**config.mk**
```make
export PLATFORM = sky130hd
export DESIGN_NAME = usb_bus_scheduler_flat
export DESIGN_NICKNAME = d
export VERILOG_FILES = /design/src/rtl/usb_bus_scheduler_if.sv /design/src/rtl/usb_bus_scheduler.sv /design/src/flat_wrapper.sv
export SDC_FILE = /design/constraint.sdc
export NUM_CORES = 1
export LEC_CHECK = 0
export BUFFER_PORTS_ARGS = -buffer_cell sky130_fd_sc_hd__buf_2
export CORE_ASPECT_RATIO = 0.9
export CORE_MARGIN = 4
export CORE_UTILIZATION = 54
export CTS_BUF_LIST = sky130_fd_sc_hd__clkbuf_4 sky130_fd_sc_hd__clkbuf_8
export DETAILED_ROUTE_END_ITERATION = 6
export PLACE_DENSITY = 0.87
export SYNTH_ARGS = -nofsm -noshare
export SYNTH_HDL_FRONTEND = slang
export SYNTH_SLANG_ARGS = --single-unit
```
**constraint.sdc**
```tcl
create_clock -name clk_100M -period 4.8 [get_ports clk_100M]
set_input_delay 0.24 -clock clk_100M [delete_from_list [all_inputs] [get_ports clk_100M]]
set_output_delay 0.24 -clock clk_100M [all_outputs]
set_load 0.02 [all_outputs]
```
**src/rtl/usb_bus_scheduler_if.sv**
```systemverilog
// ---------------------------------------------------------------------------
// usb_bus_scheduler_if
//
// Purpose:
//    Groups the FT232H bridge bus (data register access, stall and the two
//    FIFO fill counters) into one bundle so the scheduler and the bridge
//    connect through a single port.
//
// Parameters:
//    CNT_W           width of usb_rxbytes / usb_txspace
//
// Signals:
//    usb_address     scheduler -> bridge, register select (always data reg)
//    usb_read        scheduler -> bridge, read strobe
//    usb_readdata    bridge -> scheduler, read data
//    usb_read_valid  bridge -> scheduler, read data return strobe
//    usb_write       scheduler -> bridge, write strobe
//    usb_writedata   scheduler -> bridge, write data
//    usb_waitreq     bridge -> scheduler, stall for read/write strobes
//    usb_rxbytes     bridge -> scheduler, bytes waiting in the RX FIFO
//    usb_txspace     bridge -> scheduler, free bytes in the TX FIFO
//
// Modports:
//    master          the scheduler side
//    slave           the bridge side
// ---------------------------------------------------------------------------
interface usb_bus_scheduler_if #(
   parameter int CNT_W = 9
);
   logic [1:0]       usb_address;
   logic             usb_read;
   logic [7:0]       usb_readdata;
   logic             usb_read_valid;
   logic             usb_write;
   logic [7:0]       usb_writedata;
   logic             usb_waitreq;
   logic [CNT_W-1:0] usb_rxbytes;
   logic [CNT_W-1:0] usb_txspace;

   modport master (
      output usb_address,
      output usb_read,
      output usb_write,
      output usb_writedata,
      input  usb_readdata,
      input  usb_read_valid,
      input  usb_waitreq,
      input  usb_rxbytes,
      input  usb_txspace
   );

   modport slave (
      input  usb_address,
      input  usb_read,
      input  usb_write,
      input  usb_writedata,
      output usb_readdata,
      output usb_read_valid,
      output usb_waitreq,
      output usb_rxbytes,
      output usb_txspace
   );
endinterface

```
**src/rtl/usb_bus_scheduler.sv**
```systemverilog
// ---------------------------------------------------------------------------
// usb_bus_scheduler
//
// Purpose:
//    Shares the single FT232H bridge bus between command-byte reads (host to
//    control decoder) and image-byte writes (formatter to host). Bursts are
//    served round-robin; each burst is bounded by BURST_MAX and by the
//    bridge's rxbytes/txspace count captured when the burst starts.
//    Everything runs in the clk_100M domain.
//
// Parameters:
//    BURST_MAX   max bytes per burst (1..255)
//    CNT_W       width of the bridge FIFO counters
//    TIMEOUT     read-return timeout in cycles (only with the watchdog)
//
// Optional feature:
//    `define USB_SCHED_TIMEOUT_EN builds a read-return watchdog. Without it
//    RD_WAIT waits forever and rd_timeout is tied low.
//
// Ports:
//    clk_100M      in   system clock
//    nrst          in   synchronous active-low reset
//    rx_ready      in   consumer can take a burst (looked at in IDLE only)
//    rx_valid      out  one-cycle pulse, rx_data holds a command byte
//    rx_data       out  received command byte
//    tx_valid      in   formatter has a byte on tx_data
//    tx_data       in   byte to send
//    tx_ready      out  byte taken when tx_valid & tx_ready
//    usb           bridge bus (master modport)
//    busy          out  high whenever a burst is in progress
//    rd_timeout    out  sticky read-timeout flag
// ---------------------------------------------------------------------------
module usb_bus_scheduler #(
   parameter int BURST_MAX = 16,
   parameter int CNT_W     = 9,
   parameter int TIMEOUT   = 64
) (
   input  logic                clk_100M,
   input  logic                nrst,
   input  logic                rx_ready,
   output logic                rx_valid,
   output logic [7:0]          rx_data,
   input  logic                tx_valid,
   input  logic [7:0]          tx_data,
   output logic                tx_ready,
   usb_bus_scheduler_if.master usb,
   output logic                busy,
   output logic                rd_timeout
);

   localparam int REM_W = $clog2(BURST_MAX + 1);

   typedef enum logic [2:0] {
      IDLE,
      RD_REQ,
      RD_WAIT,
      WR_LOAD,
      WR_REQ
   } schedState_t;

   schedState_t      r_state;
   logic             r_lastWasTx;
   logic [REM_W-1:0] r_rem;
   logic             r_rxValid;
   logic [7:0]       r_rxData;
   logic             r_txReady;
   logic             r_usbRead;
   logic             r_usbWrite;
   logic [7:0]       r_usbWriteData;
   logic             r_busy;

   logic             w_rxPend;
   logic             w_txPend;
   logic [REM_W-1:0] w_rxBurst;
   logic [REM_W-1:0] w_txBurst;

`ifdef USB_SCHED_TIMEOUT_EN
   localparam int TO_W = $clog2(TIMEOUT + 1);
   logic [TO_W-1:0]  r_timeoutCnt;
   logic             r_rdTimeout;
`endif

   // Work out which side has something to do and how long its burst would
   // be if it started this cycle. The burst length is the smaller of the
   // bridge's FIFO count and BURST_MAX, so the remaining-byte counter is
   // never loaded with more than it can hold and never starts at zero.
   always_comb begin
      w_rxPend  = (usb.usb_rxbytes != '0) && rx_ready;
      w_txPend  = (usb.usb_txspace != '0) && tx_valid;
      w_rxBurst = REM_W'(BURST_MAX);
      w_txBurst = REM_W'(BURST_MAX);
      if (int'(usb.usb_rxbytes) < BURST_MAX) begin
         w_rxBurst = REM_W'(usb.usb_rxbytes);
      end
      if (int'(usb.usb_txspace) < BURST_MAX) begin
         w_txBurst = REM_W'(usb.usb_txspace);
      end
   end

   // The scheduler FSM. Every output is a register updated together with
   // the state, so outputs always match the state they belong to. A burst
   // always drops back through IDLE for one cycle, which is where the
   // round-robin decision is made: when both sides are pending the side
   // that was not served last wins. After reset last-served is TX so the
   // first tie goes to RX. Reads keep only one request outstanding; the
   // remaining-byte counter is decremented on each completed byte and the
   // burst ends on the byte that takes it from one to zero.
   always_ff @(posedge clk_100M) begin
      if (!nrst) begin
         r_state        <= IDLE;
         r_lastWasTx    <= 1'b1;
         r_rem          <= '0;
         r_rxValid      <= 1'b0;
         r_rxData       <= '0;
         r_txReady      <= 1'b0;
         r_usbRead      <= 1'b0;
         r_usbWrite     <= 1'b0;
         r_usbWriteData <= '0;
         r_busy         <= 1'b0;
`ifdef USB_SCHED_TIMEOUT_EN
         r_timeoutCnt   <= '0;
         r_rdTimeout    <= 1'b0;
`endif
      end else begin
         r_rxValid <= 1'b0;
         case (r_state)
            IDLE: begin
               if (w_rxPend && (!w_txPend || r_lastWasTx)) begin
                  r_rem     <= w_rxBurst;
                  r_usbRead <= 1'b1;
                  r_busy    <= 1'b1;
                  r_state   <= RD_REQ;
               end else if (w_txPend) begin
                  r_rem     <= w_txBurst;
                  r_txReady <= 1'b1;
                  r_busy    <= 1'b1;
                  r_state   <= WR_LOAD;
               end
            end

            RD_REQ: begin
               if (!usb.usb_waitreq) begin
                  r_usbRead <= 1'b0;
                  r_state   <= RD_WAIT;
`ifdef USB_SCHED_TIMEOUT_EN
                  r_timeoutCnt <= '0;
`endif
               end
            end

            RD_WAIT: begin
               if (usb.usb_read_valid) begin
                  r_rxData  <= usb.usb_readdata;
                  r_rxValid <= 1'b1;
                  r_rem     <= r_rem - REM_W'(1);
                  if (r_rem == REM_W'(1)) begin
                     r_busy      <= 1'b0;
                     r_lastWasTx <= 1'b0;
                     r_state     <= IDLE;
                  end else begin
                     r_usbRead <= 1'b1;
                     r_state   <= RD_REQ;
                  end
               end
`ifdef USB_SCHED_TIMEOUT_EN
               else if (r_timeoutCnt == TO_W'(TIMEOUT - 1)) begin
                  r_rdTimeout <= 1'b1;
                  r_busy      <= 1'b0;
                  r_lastWasTx <= 1'b0;
                  r_state     <= IDLE;
               end else begin
                  r_timeoutCnt <= r_timeoutCnt + TO_W'(1);
               end
`endif
            end

            WR_LOAD: begin
               r_txReady <= 1'b0;
               if (tx_valid) begin
                  r_usbWriteData <= tx_data;
                  r_usbWrite     <= 1'b1;
                  r_state        <= WR_REQ;
               end else begin
                  // An idle formatter ends its burst so it cannot starve RX.
                  r_busy      <= 1'b0;
                  r_lastWasTx <= 1'b1;
                  r_state     <= IDLE;
               end
            end

            WR_REQ: begin
               if (!usb.usb_waitreq) begin
                  r_usbWrite <= 1'b0;
                  r_rem      <= r_rem - REM_W'(1);
                  if (r_rem == REM_W'(1)) begin
                     r_busy      <= 1'b0;
                     r_lastWasTx <= 1'b1;
                     r_state     <= IDLE;
                  end else begin
                     r_txReady <= 1'b1;
                     r_state   <= WR_LOAD;
                  end
               end
            end

            default: begin
               r_usbRead  <= 1'b0;
               r_usbWrite <= 1'b0;
               r_txReady  <= 1'b0;
               r_busy     <= 1'b0;
               r_state    <= IDLE;
            end
         endcase
      end
   end

   // Drive the ports from their registers; the bridge address is fixed to
   // the data register.
   assign rx_valid          = r_rxValid;
   assign rx_data           = r_rxData;
   assign tx_ready          = r_txReady;
   assign busy              = r_busy;
   assign usb.usb_address   = 2'd0;
   assign usb.usb_read      = r_usbRead;
   assign usb.usb_write     = r_usbWrite;
   assign usb.usb_writedata = r_usbWriteData;

`ifdef USB_SCHED_TIMEOUT_EN
   assign rd_timeout = r_rdTimeout;
`else
   // No watchdog in this build: the flag is constant low. TIMEOUT is folded
   // in only so the parameter stays referenced; the term is always zero.
   assign rd_timeout = 1'b0 & (TIMEOUT > 0);
`endif

endmodule

```
**src/flat_wrapper.sv**
```systemverilog
// flat-port wrapper written by rule: the top's interface ports become plain ports
module usb_bus_scheduler_flat 
#(
   parameter int BURST_MAX = 16,
   parameter int CNT_W     = 9,
   parameter int TIMEOUT   = 64
)
  (clk_100M, nrst, rx_ready, rx_valid, rx_data, tx_valid, tx_data, tx_ready, busy, rd_timeout, usb_usb_address, usb_usb_read, usb_usb_write, usb_usb_writedata, usb_usb_readdata, usb_usb_read_valid, usb_usb_waitreq, usb_usb_rxbytes, usb_usb_txspace);
  usb_bus_scheduler_if #(.CNT_W(CNT_W)) usb_i ();
  input  logic clk_100M;
  input  logic nrst;
  input  logic rx_ready;
  output logic rx_valid;
  output logic [7:0] rx_data;
  input  logic tx_valid;
  input  logic [7:0] tx_data;
  output logic tx_ready;
  output logic busy;
  output logic rd_timeout;
  output wire logic [$bits(usb_i.usb_address)-1:0] usb_usb_address;
  output wire logic [$bits(usb_i.usb_read)-1:0] usb_usb_read;
  output wire logic [$bits(usb_i.usb_write)-1:0] usb_usb_write;
  output wire logic [$bits(usb_i.usb_writedata)-1:0] usb_usb_writedata;
  input wire logic [$bits(usb_i.usb_readdata)-1:0] usb_usb_readdata;
  input wire logic [$bits(usb_i.usb_read_valid)-1:0] usb_usb_read_valid;
  input wire logic [$bits(usb_i.usb_waitreq)-1:0] usb_usb_waitreq;
  input wire logic [$bits(usb_i.usb_rxbytes)-1:0] usb_usb_rxbytes;
  input wire logic [$bits(usb_i.usb_txspace)-1:0] usb_usb_txspace;
  assign usb_usb_address = usb_i.usb_address;
  assign usb_usb_read = usb_i.usb_read;
  assign usb_usb_write = usb_i.usb_write;
  assign usb_usb_writedata = usb_i.usb_writedata;
  assign usb_i.usb_readdata = usb_usb_readdata;
  assign usb_i.usb_read_valid = usb_usb_read_valid;
  assign usb_i.usb_waitreq = usb_usb_waitreq;
  assign usb_i.usb_rxbytes = usb_usb_rxbytes;
  assign usb_i.usb_txspace = usb_usb_txspace;
  usb_bus_scheduler #(.BURST_MAX(BURST_MAX), .CNT_W(CNT_W), .TIMEOUT(TIMEOUT)) u_core (.clk_100M(clk_100M), .nrst(nrst), .rx_ready(rx_ready), .rx_valid(rx_valid), .rx_data(rx_data), .tx_valid(tx_valid), .tx_data(tx_data), .tx_ready(tx_ready), .usb(usb_i), .busy(busy), .rd_timeout(rd_timeout));
endmodule
```
# After elaboration in Yosys (flattened, before gate mapping)
# Cells that the tools add are included.
op_classes:
  n_addsub: 1
  n_div: 0
  n_reduce_logical: 23
  muxes: 40
  n_eq_ne: 18
  mul: 0
  shift: 0
  bitwise_logic: 4
  order_cmp: 2
op_table:
  columns: ["cell", "count"]
  rows:
  - ["$mux W5", 6]
  - ["$mux W1", 20]
  - ["$lt A9 B5 Y1 const B", 2]
  - ["$mux W3", 6]
  - ["$reduce_bool A9 Y1", 2]
  - ["$ne A2 B2 Y1 const B", 8]
  - ["$pmux W3 S5", 1]
  - ["$pmux W5 S3", 1]
  - ["$reduce_and A5 Y1", 3]
  - ["$pmux W1 S3", 3]
  - ["$ne A2 B1 Y1 const B", 4]
  - ["$reduce_and A4 Y1", 2]
  - ["$eq A3 B2 Y1 const B", 2]
  - ["$reduce_and A2 Y1", 3]
  - ["$reduce_and A6 Y1", 1]
  - ["$reduce_bool A3 Y1", 2]
  - ["$eq A5 B1 Y1 const B", 1]
  - ["$pmux W1 S5", 1]
  - ["$sub A5 B1 Y5 const B", 1]
  - ["$not A1 Y1", 4]
  - ["$pmux W1 S4", 1]
  - ["$reduce_or A2 Y1", 2]
  - ["$eq A3 B1 Y1 const B", 1]
  - ["$eq A3 B3 Y1 const B", 1]
  - ["8 further kinds", 10]
totals:
  memories: 0
  romBits: 0
  latch_bits: 0
  ff_bits: 30
  out_inout_bits: 24
  in_bits: 40
  ram_bits: 0
  wordCells: 98

# Longest topological paths before layout
# Gate-level depths: netlist (run 1).
logic_depth:
  word_depth: 7
  ltp_mapped: 7
  depth_no_buf: 7

# Least setup slack after synthesis (run 1)
# Ideal clock, no wire load.
synth_path:
  path_kind: "input to register"
  startpoint: "input port usb_usb_txspace[1]"
  endpoint: "register u_core.r_state[1]"
  n_path_buf: 0
  stages: 5
  arrival_ns: 1.641
  setup_ns: 0.122
  required_time_ns: 4.678
  slack_ns: 3.038
  cell_sequence: "or4_1 -> o31ai_4 -> a21oi_1 -> nor2b_1 -> o311a_1"
synth_between:
  elab_chain_cells: 7
  elab_cells_between_ends: 9
  classes_between: "eq/ne: 1; mux: 2; reduce/logical: 6"
synth_rtl:
  columns: ["element", "line", "text"]
  rows:
  - ["start, declared", "flat_wrapper.sv:28", "input wire logic [$bits(usb_i.usb_txspace)-1:0] usb_usb_txspace;"]
  - ["$reduce_bool A9 Y1 (*)", "usb_bus_scheduler.sv:89", "w_txPend = (usb.usb_txspace != '0) && tx_valid;"]
  - ["$logic_and A1 B1 Y1 (*)", "usb_bus_scheduler.sv:89", null]
  - ["$logic_not A1 Y1", "usb_bus_scheduler.sv:128", "if (w_rxPend && (!w_txPend || r_lastWasTx)) begin"]
  - ["$logic_or A1 B1 Y1", "usb_bus_scheduler.sv:128", null]
  - ["$logic_and A1 B1 Y1", "usb_bus_scheduler.sv:128", null]
  - ["$mux W3 or $ne A3 B1 Y1 (tied branches)", null, null]
  - ["$pmux W3 S5 or $reduce_and A4 Y1 (tied branches)", null, null]
  - ["end signal, assigned", "usb_bus_scheduler.sv:132", "r_state <= RD_REQ;"]
  - ["end signal, assigned", "usb_bus_scheduler.sv:137", "r_state <= WR_LOAD;"]
  - ["end signal, assigned", "usb_bus_scheduler.sv:144", "r_state <= RD_WAIT;"]
  - ["end, declared", "usb_bus_scheduler.sv:61", "schedState_t r_state;"]
# Mark *: on every way between the ends. The rest lies on a longest branch, timed or not.
# A chain may end at the register's enable or synchronous reset.

# Final worst setup path (run 1)
layout_path:
  startpoint: "register u_core.r_state[1]"
  endpoint: "register u_core.r_rem[2]"
layout_between:
  elab_chain_cells: 3
  elab_cells_between_ends: 9
  classes_between: "eq/ne: 5; mux: 1; reduce/logical: 3"
layout_rtl:
  columns: ["element", "line", "text"]
  rows:
  - ["start signal, assigned", "usb_bus_scheduler.sv:110", "r_state <= IDLE;"]
  - ["start signal, assigned", "usb_bus_scheduler.sv:132", null]
  - ["start signal, assigned", "usb_bus_scheduler.sv:137", null]
  - ["$eq A3 B2 Y1 (tied with other cells)", "usb_bus_scheduler.sv:126", "case (r_state)"]
  - ["$ne A2 B2 Y1 (no source line) (tied with other cells)", null, null]
  - ["$reduce_and A4 Y1 (no source line)", null, null]
  - ["end signal, assigned", "usb_bus_scheduler.sv:129", "r_rem <= w_rxBurst;"]
  - ["end signal, assigned", "usb_bus_scheduler.sv:134", "r_rem <= w_txBurst;"]
  - ["end signal, assigned", "usb_bus_scheduler.sv:155", "r_rem <= r_rem - REM_W'(1);"]
  - ["end, declared", "usb_bus_scheduler.sv:63", "logic [REM_W-1:0] r_rem;"]
# Parallel ways exist; a longest one is shown, timed or not.

==> results of run 1 <==
path summary, 6_finish.rpt:
kind / to / slack, ns / cells after the start
hold reg to reg: u_core.rx_data[0]$_SDFFE_PN0P_ / 0.46 / 2
hold / removal: u_core.usb.usb_writedata[1]$_SDFFE_PN0P_ / 0.13 / 3
setup reg to reg: u_core.r_rem[2]$_SDFFE_PN0P_ / 2.63 / 5
setup / recovery: u_core.r_rem[2]$_SDFFE_PN0P_ / 2.63 / 5
power by group through the flow:
stage	registers, W	logic, W	clock network, W
floorplan	0.000363	0.000305	0
global placement	0.000371	0.000384	0
detailed placement	0.000373	0.000390	0
CTS	0.000367	0.000393	0.000160
global route	0.000380	0.000437	0.000170
finish	0.000370	0.000398	0.000158
sequential cells by signal, summed over array words and instances, names as in the netlist:
signal,cells
u_core.busy,1
u_core.r_lastWasTx,1
u_core.r_rem,5
u_core.r_state,3
u_core.rx_data,8
u_core.rx_valid,1
u_core.tx_ready,1
u_core.usb.usb_read,1
u_core.usb.usb_write,1
u_core.usb.usb_writedata,8
per-layer routing:
metal,share of wire [%],wire (um)
met1,44,1850
met5,0,0
met3,9.1,383
met4,1.5,63
met2,46,1930
metrics by stage:
stage | std cells | instance area, sq um | worst slack [ns]
2_1_floorplan | 214 | 1690 | 3.04
3_3_place_gp | 301 | 1960 | 2.67
3_5_place_dp | 301 | 1960 | 2.65
4_1_cts | 309 | 2030 | 2.64
5_1_grt | 309 | 2030 | 2.32
6_report | 309 | 2030 | 2.63
cell families after synthesis:
kind of cell	after synthesis	synth area share, %
other	1	0.223
DFF	30	35.8
adders and majority gates	2	1.49
AOI/OAI and AO/OA	67	28.8
buffers and inverters	19	5.74
and+or+nand+nor	92	27.4
xor gates and xnor gates	1	0.522
worst max-delay path, stage by stage (launching register included):
cell and delay (ns):
dfxtp_1 0.62, inv_1 0.19, nor4_2 0.74, a211o_1 0.23, o311ai_0 0.16, a31oi_1 0.19
area by class of cell:
type                            count  area share (%)
Inverter                            6            1.11
Tap cell                           40            2.47
Clock buffer                        6            2.53
Timing Repair Buffer               60            14.8
Clock inverter                      2           0.617
Multi-Input combinational cell    165            48.8
Sequential cell                    30            29.6
layout by cell type (no fill, tap or decap), types with 3 or more instances in the layout:
master,count
a31oi_1,3
o211ai_1,3
nand2_1,43
nor3_1,4
clkbuf_4,5
conb_1,3
a21oi_1,29
nor2b_1,4
nor2_1,15
dfxtp_1,30
buf_2,60
nand3_1,4
inv_1,6
o21ai_0,5
==> results.sh, run 1 <==
export IMPL_synth_area_leader_cell="dfxtp_1"
export IMPL_synthesis_area_sq_mm=0.00168
export IMPL_place_hpwl_mm=3.15
export IMPL_cts_hold_buf=0
export IMPL_synth_warnings=0
export IMPL_grt_start_max_net_pins=25
export IMPL_cellLeakagePower_nw=0.845
export IMPL_cts_resized=0
export IMPL_ctsRootBufferMaster="clkbuf_4"
export IMPL_drv_slew=0
export IMPL_synth_top_cell_area_share_pct=35.8
export IMPL_power_frac_comb_pct=43.0
export IMPL_clk_latency_ns=0.33
export IMPL_die_width_um=66.8
export IMPL_core_area_sq_mm=0.00286
export IMPL_end_kind="flop"
export IMPL_synthTopCellsByArea="dfxtp_1, nand2_1, a21oi_1"
export IMPL_antenna_found_initial=0
export IMPL_p_seq_share_pct=39.9
export IMPL_startpoint_type="flop"
export IMPL_relSlewSlack_pct=45.8
export IMPL_multi_input_area_sq_um=990
export IMPL_yosysSeqAreaShare_pct=35.8
export IMPL_use_met2_pct=34.2
export IMPL_drt_vias_per_instance=5.75
export IMPL_grt_busiest_layer="met2"
export IMPL_antenna_cells=0
export IMPL_hold_viol=0
export IMPL_swShare_pct=42.6
export IMPL_nNetsFinal=310
export IMPL_hp_class="in2reg"
export IMPL_max_cap_violations=0
export IMPL_grtUsageMet1_pct=28.3
export IMPL_cts_sinks=30
export IMPL_port_buffers=60
export IMPL_crit_type="reg2reg"
export IMPL_route_detailed_drc=0
export IMPL_power_w=0.000927
export IMPL_synth_commonest_cells="nand2_1, dfxtp_1, a21oi_1, nor2_1"
export IMPL_numCtsBuffers=5
export IMPL_setup_violations=0
export IMPL_globalplace_congestion=0.854
export IMPL_grt_setup_unrepaired="false"
export IMPL_final_util_pct=70.9
export IMPL_avgSynthCellArea_sq_um=7.92
export IMPL_regArea_sq_um=601
export IMPL_rr_startpoint="u_core.r_state[1]$_SDFFE_PN0P_"
export IMPL_ys_types=56
export IMPL_final_setup_skew_ns=0.0172
export IMPL_ys_flop_type="dfxtp_1"
export IMPL_layout_drive_gt1_share_pct=31.2
export IMPL_htreeDepth=2
export IMPL_setup_tns_ns=0
export IMPL_tightest_slew_ns=0.806
export IMPL_start_util_pct=58.7
export IMPL_syn_instance_count=212
export IMPL_clockBufferDepth=2
export IMPL_drt_total_wl_mm=4.22
export IMPL_cts_setup_buffers=0
export IMPL_dr_pass1_iters=4
export IMPL_grt_overflow=0
export IMPL_status="finished clean"
export IMPL_cellPowerDensity_mw_per_mm2=457
export IMPL_syn2layout_area_growth_pct=20.7
export IMPL_grt_pass1_wl_mm=6.70
export IMPL_synth_seq_cells=30
export IMPL_layout_min_cycle_time_ns=2.17
export IMPL_cp_max_fo=15
export IMPL_grt_pass1_vias=1485
export IMPL_grt_usage_pct=21.3
export IMPL_hold_start="tx_data[1]"
export IMPL_dieArea_sq_mm=0.00407
export IMPL_fin_crit_sh_pct=45.3
export IMPL_synth_most_common_cell="nand2_1"
export IMPL_p_sw_w=0.000395
export IMPL_fmaxAchievable_mhz=460
export IMPL_met3_usage_pct=4.81
export IMPL_vdd_ir_drop_max_uv=321
export IMPL_ant_nets=0
export IMPL_drt_initial_drc_count=146
export IMPL_wl_per_cell_um=13.7
export IMPL_clkPwrFrac_pct=17.1
export IMPL_async_flop_share_pct=0
export IMPL_startpoint="u_core.r_state[1]$_SDFFE_PN0P_"
export IMPL_internal_power_w=0.000532
export IMPL_placementRows=18
export IMPL_cts_tree="built"
export IMPL_synth_edff_count=0
export IMPL_clk_pin_slew_ns=0.10
export IMPL_cp_required_ns=5.06
export IMPL_cp_arrival_ns=2.44
export IMPL_ios=64
export IMPL_whs_ns=0.132
export IMPL_num_fill_cells=237
export IMPL_vias=1778
export IMPL_chipHeight_um=60.9
No activity file was read; power rests on OpenSTA's default activity.
==> inputs of run 2 (changes only) <==
--- a/config.mk
+++ b/config.mk
@@ -5,13 +5,14 @@
 export SDC_FILE = /design/constraint.sdc
 export NUM_CORES = 1
 export LEC_CHECK = 0
+export ABC_AREA = 1
 export BUFFER_PORTS_ARGS = -buffer_cell sky130_fd_sc_hd__buf_2
 export CORE_ASPECT_RATIO = 0.9
 export CORE_MARGIN = 4
-export CORE_UTILIZATION = 54
+export CORE_UTILIZATION = 46
 export CTS_BUF_LIST = sky130_fd_sc_hd__clkbuf_4 sky130_fd_sc_hd__clkbuf_8
 export DETAILED_ROUTE_END_ITERATION = 6
-export PLACE_DENSITY = 0.87
+export PLACE_DENSITY = 0.79
 export SYNTH_ARGS = -nofsm -noshare
 export SYNTH_HDL_FRONTEND = slang
 export SYNTH_SLANG_ARGS = --single-unit
==> constraint.sdc (replaced) <==
create_clock -name clk_100M -period 1.8 [get_ports clk_100M]
set_input_delay 0.09 -clock clk_100M [delete_from_list [all_inputs] [get_ports clk_100M]]
set_output_delay 0.09 -clock clk_100M [all_outputs]
set_load 0.02 [all_outputs]
==> results.sh, run 2 <==
export IMPL_status="finished clean"
export IMPL_drt_total_wl_mm=3.85
export IMPL_ios=64
export IMPL_ctsRootBufferMaster="clkbuf_8"
export IMPL_vias=1703
export IMPL_max_cap_violations=0
export IMPL_grt_start_max_net_pins=19
export IMPL_cellPowerDensity_mw_per_mm2=1340
export IMPL_vdd_ir_drop_max_uv=763
export IMPL_numCtsBuffers=5
export IMPL_internal_power_w=0.00162
export IMPL_hold_path_endpoint="u_core.usb.usb_writedata[1]$_SDFFE_PN0P_"
export IMPL_place_hpwl_mm=3.00
export IMPL_core_area_sq_mm=0.00345
export IMPL_cp_max_fo=10
export IMPL_ant_nets=0
export IMPL_clkPwrFrac_pct=20.0
export IMPL_fin_area_sq_mm=0.00209
export IMPL_crit_type="reg2reg"
export IMPL_swShare_pct=42.2
export IMPL_avgSynthCellArea_sq_um=6.66
export IMPL_p_sw_w=0.00118
export IMPL_synth_edff_count=0
export IMPL_synth_top_cell_area_share_pct=35.8
export IMPL_mostFrequentLayoutCells="buf_2, nand2_1, nor2_1"
export IMPL_synth_commonest_cells="nand2_1, nor2_1, dfxtp_1, nand3_1, inv_1"
export IMPL_drt_vias_per_instance=4.74
export IMPL_ys_types=28
export IMPL_grt_overflow=0
export IMPL_cellLeakagePower_nw=1.07
export IMPL_p_seq_share_pct=32.8
export IMPL_grt_pass1_vias=1576
export IMPL_crit_buf_inv=0
export IMPL_die_width_um=71.7
export IMPL_hold_viol=0
export IMPL_ys_flop_type="dfxtp_1"
export IMPL_dr_pass1_iters=4
export IMPL_layout_drive_gt1_share_pct=28.6
export IMPL_setup_violations=0
export IMPL_clk_latency_ns=0.27
export IMPL_fmaxAchievable_mhz=695
export IMPL_drt_initial_drc_count=67
export IMPL_syn2layout_area_growth_pct=24.5
export IMPL_antenna_cells=0
export IMPL_power_w=0.00280
export IMPL_postPlaceCellArea_sq_mm=0.00200
export IMPL_async_flop_share_pct=0
export IMPL_hold_path_depth=3
export IMPL_cp_required_ns=1.97
export IMPL_final_setup_skew_ns=0.00221
export IMPL_placementRows=20
export IMPL_slowest_delay_ns=0.35
export IMPL_end_kind="flop"
export IMPL_r2r_cells=9
export IMPL_route_detailed_drc=0
export IMPL_fin_crit_sh_pct=79.9
export IMPL_synth_area_leader_cell="dfxtp_1"
export IMPL_synth_warnings=0
export IMPL_cp_top_family="simple AND/OR/NAND/NOR gates"
export IMPL_synthesis_area_sq_mm=0.00168
export IMPL_path_cells="nor2_2, nand2_2, or2_4, nand2_4, nor2_2, nand2_4, nand2_1, nand2_1, nor2_1"
export IMPL_synth_seq_cells=30
export IMPL_syn_instance_count=252
export IMPL_hp_class="in2reg"
export IMPL_startpoint_type="flop"
export IMPL_synthTopCellsByArea="dfxtp_1, nand2_1, nor2_1"
export IMPL_crit_slowest_cell="dfxtp_1"
export IMPL_nNetsFinal=356
export IMPL_mostFrequentLayoutCell="buf_2"
export IMPL_cts_hold_buf=0
export IMPL_rr_startpoint="u_core.r_state[2]$_SDFFE_PN0P_"
export IMPL_wl_per_cell_um=10.7
export IMPL_globalplace_congestion=0.894
export IMPL_drv_slew=0
export IMPL_chipHeight_um=65.3
export IMPL_r2r_end="u_core.r_rem[0]$_SDFFE_PN0P_"
export IMPL_layout_min_cycle_time_ns=1.44
export IMPL_cts_tree="built"
export IMPL_cts_sinks=30
export IMPL_port_buffers=60
export IMPL_dieArea_sq_mm=0.00468
export IMPL_start_util_pct=48.6
export IMPL_grt_setup_unrepaired="false"
export IMPL_r2r_slack_ns=0.36
export IMPL_htreeDepth=2
export IMPL_grt_usage_pct=17.3
export IMPL_setup_tns_ns=0
export IMPL_yosysSeqAreaShare_pct=35.8
export IMPL_hold_start="tx_data[1]"
export IMPL_grt_pass1_wl_mm=6.56
export IMPL_power_frac_comb_pct=47.2
export IMPL_cts_resized=0
export IMPL_clk_pin_slew_ns=0.06
export IMPL_antenna_found_initial=0
export IMPL_cp_arrival_ns=1.61
export IMPL_synth_most_common_cell="nand2_1"
export IMPL_startpoint="u_core.r_state[2]$_SDFFE_PN0P_"
export IMPL_cts_setup_buffers=0
export IMPL_clockBufferDepth=2
==> run 2: changes by cell type after synthesis, moves of 5 or more <==
cell	change
nand3_1	+21
a21oi_1	-10
o21ai_0	+7
inv_1	+15
nor2_1	+31
nand2_2	+5
nand2_1	+14
==> run 2: logic make-up after synthesis <==
family | share of synthesized area [%]
adder cells (fa/ha/maj) | 1.49
AND/OR/NAND/NOR | 43.0
XOR/XNOR | 1.04
buffers and inverters | 8.79
other | 0.223
AO/OA/AOI/OAI | 9.69
flip-flops | 35.8
==> run 2: worst max path at each step <==
stage | to | slack (ns) | cells past startpoint
after detailed placement | u_core.r_lastWasTx$_SDFFE_PN1P_ | 0.38 | 8
after global placement | u_core.busy$_SDFFE_PN0P_ | 0.40 | 9
after floorplan | u_core.busy$_SDFFE_PN0P_ | 0.52 | 9
after global routing | u_core.usb.usb_write$_SDFFE_PN0P_ | 0.16 | 7
after CTS | u_core.usb.usb_write$_SDFFE_PN0P_ | 0.36 | 7
final | u_core.r_rem[0]$_SDFFE_PN0P_ | 0.36 | 9
==> run 2: cell type report <==
type                            count  area, sq um
Timing Repair Buffer               61          308
Clock buffer                        7         90.1
Sequential cell                    30          601
Fill cell                         335         1360
Clock inverter                      1         5.00
Tap cell                           44         55.1
Multi-Input combinational cell    191          938
Inverter                           25         93.8
==> run 2: routing by layer <==
layer / GRT usage, % / vias to the layer above / share of wire (%)
li1: - / 913 / -
met3: 4.59 / 5 / 5.3
met5: 0 / - / 0
met2: 29.1 / 39 / 48
met4: 5.63 / 0 / 0.75
met1: 21.4 / 746 / 46
==> run 2: power by group through the flow <==
stage                     logic, W  clock network [W]  registers [W]
final                      0.00132           0.000560       0.000917
after global routing       0.00151           0.000613       0.000937
after CTS                  0.00133           0.000583       0.000919
after detailed placement   0.00131                  0       0.000930
after global placement     0.00131                  0       0.000928
after floorplan           0.000931                  0        0.00101
==> run 2: per-stage QoR <==
| step | setup slack [ns] | hold WS [ns] | util (%) | cells |
|---|---|---|---|---|
| global placement | 0.396 | 0.340 | 57.8 | 351 |
| finish | 0.361 | 0.0587 | 60.5 | 359 |
| detailed placement | 0.383 | 0.346 | 57.8 | 351 |
| CTS | 0.362 | 0.0540 | 60.5 | 359 |
| floorplan | 0.522 | 0.254 | - | 254 |
| global route | 0.160 | 0.0785 | 60.5 | 359 |
==> run 2: worst register-to-register path: stages, from the launching register on <==
cell,delay (ns)
dfxtp_1,0.35
nor2_2,0.16
nand2_2,0.13
or2_4,0.28
nand2_4,0.08
nor2_2,0.05
nand2_4,0.12
nand2_1,0.06
nand2_1,0.06
nor2_1,0.04
==> inputs of run 3 (changes only) <==
--- a/config.mk
+++ b/config.mk
@@ -9,10 +9,10 @@
 export BUFFER_PORTS_ARGS = -buffer_cell sky130_fd_sc_hd__buf_2
 export CORE_ASPECT_RATIO = 0.9
 export CORE_MARGIN = 4
-export CORE_UTILIZATION = 46
+export CORE_UTILIZATION = 50
 export CTS_BUF_LIST = sky130_fd_sc_hd__clkbuf_4 sky130_fd_sc_hd__clkbuf_8
 export DETAILED_ROUTE_END_ITERATION = 6
-export PLACE_DENSITY = 0.79
+export PLACE_DENSITY = 0.81
 export SYNTH_ARGS = -nofsm -noshare
 export SYNTH_HDL_FRONTEND = slang
 export SYNTH_SLANG_ARGS = --single-unit
==> constraint.sdc (replaced) <==
create_clock -name clk_100M -period 1.48 [get_ports clk_100M]
set_input_delay 0.074 -clock clk_100M [delete_from_list [all_inputs] [get_ports clk_100M]]
set_output_delay 0.074 -clock clk_100M [all_outputs]
set_load 0.02 [all_outputs]
==> results.sh, run 3 (synthesis gave the netlist of run 2 again) <==
export IMPL_antenna_found_initial=0
export IMPL_layout_min_cycle_time_ns=1.37
export IMPL_hold_viol=0
export IMPL_vdd_ir_drop_max_uv=1120
export IMPL_placementRows=19
export IMPL_syn2layout_area_growth_pct=28.3
export IMPL_worst_slack_ns=0.105
export IMPL_route_detailed_drc=0
export IMPL_setup_violations=0
export IMPL_clk_pin_slew_ns=0.07
export IMPL_startpoint_type="flop"
export IMPL_fmaxAchievable_mhz=727
export IMPL_dieArea_sq_mm=0.00435
export IMPL_post_place_ws_ns=0.0421
export IMPL_cp_max_fo=10
export IMPL_start_util_pct=53.5
export IMPL_clk_latency_ns=0.28
export IMPL_ctsRootBufferMaster="clkbuf_8"
export IMPL_cts_tree="built"
export IMPL_hp_class="in2reg"
export IMPL_grt_overflow=0
export IMPL_place_hpwl_mm=3.05
export IMPL_grt_pass1_vias=1551
export IMPL_multi_input_area_sq_um=963
export IMPL_htreeDepth=2
export IMPL_drt_vias_per_instance=4.80
export IMPL_grt_pass1_wl_mm=6.63
export IMPL_r2r_slack_ns=0.11
export IMPL_grt_start_max_net_pins=19
export IMPL_layout_drive_gt1_share_pct=31.8
export IMPL_nNetsFinal=359
export IMPL_port_buffers=60
export IMPL_chipHeight_um=63.0
export IMPL_cellLeakagePower_nw=1.09
export IMPL_die_width_um=69.1
export IMPL_mostFrequentLayoutCells="buf_2, nand2_1, nor2_1"
export IMPL_crit_type="reg2reg"
export IMPL_cp_arrival_ns=1.55
export IMPL_vias=1727
export IMPL_regArea_sq_um=604
export IMPL_ios=64
export IMPL_cts_hold_buf=0
export IMPL_max_cap_violations=0
export IMPL_antenna_cells=0
export IMPL_fin_crit_sh_pct=92.9
export IMPL_dr_pass1_iters=4
export IMPL_core_area_sq_mm=0.00314
export IMPL_whs_ns=0.0377
export IMPL_cp_required_ns=1.66
export IMPL_status="finished clean"
export IMPL_clockBufferDepth=2
export IMPL_drv_slew=0
export IMPL_final_setup_skew_ns=0.00531
export IMPL_grt_usage_pct=18.1
export IMPL_globalplace_congestion=0.906
export IMPL_ant_nets=0
export IMPL_wl_per_cell_um=11.0
export IMPL_end_kind="flop"
export IMPL_cts_sinks=30
export IMPL_numCtsBuffers=5
export IMPL_cellPowerDensity_mw_per_mm2=1690
export IMPL_num_fill_cells=286
export IMPL_drt_initial_drc_count=115
export IMPL_mostFrequentLayoutCell="buf_2"
export IMPL_drt_total_wl_mm=3.97
-- run 3: cell types whose count changed in the layout (fill, tap and decap cells not counted), moves of 2 or more --
cell     previous run  this run
buf_4               1         3
dfxtp_2             0         3
nor2_2              4         2
nand2_1            57        55
dfxtp_1            30        27
nor2_4              2         4
-- run 3: final timing paths --
check / from / end / depth (start not counted)
min: tx_data[7] / u_core.usb.usb_writedata[7]$_SDFFE_PN0P_ / 3
max reg2reg: u_core.r_state[0]$_SDFFE_PN0P_ / u_core.r_rem[0]$_SDFFE_PN0P_ / 9
max: u_core.r_state[0]$_SDFFE_PN0P_ / u_core.r_rem[0]$_SDFFE_PN0P_ / 9
min reg2reg: u_core.usb.usb_read$_SDFFE_PN0P_ / u_core.usb.usb_read$_SDFFE_PN0P_ / 2
-- run 3: power by group --
part           switching [W]  internal (W)  total [W]  leakage, nW
Clock               0.000311      0.000495   0.000806       0.0579
Sequential          0.000139       0.00101    0.00114        0.246
Combinational        0.00106      0.000641    0.00170        0.790
-- run 3: critical path: stages (launching register included) --
cell	delay, ns
dfxtp_2	0.35
nor2_4	0.15
nand2_4	0.09
or2_4	0.26
nand2_4	0.08
nor2_2	0.05
nand2_4	0.12
nand2_1	0.06
nand2_1	0.05
nor2_1	0.05
-- run 3: per-layer routing --
layer  vias up  GRT usage (%)  part of all wire [%]
met2        54           29.8                    46
met4         0           4.39                  0.68
met3         5           4.66                   7.9
met5         -              0                     0
li1        919              -                     -
met1       749           23.7                    45
-- run 3: layout make-up --
type / count / area share [%]
multi-input cells: 191 / 44.7
repair inverters: 1 / 0.232
inverters: 25 / 4.53
flip-flops and latches: 30 / 28.0
well taps: 42 / 2.44
repair buffers: 63 / 15.0
clock inverters: 3 / 1.86
clock buffers: 5 / 3.19
-- run 3: stage by stage --
step	area, sq um	util (%)	power, W	setup TNS, ns	std cells
after floorplan	1690	-	0.00236	0	254
after global placement	2010	64.0	0.00275	0	351
after detailed placement	2010	64.0	0.00277	0	351
after CTS	2120	67.5	0.00359	0	359
after global routing	2150	68.7	0.00396	-0.00653	360
final	2150	68.7	0.00365	0	360
-- run 3: timing repair --
action / 4_1_cts / 5_1_grt
setup buffers: 0 / 0
resized for setup: 0 / 11
setup endpoints to repair: 0 / 10
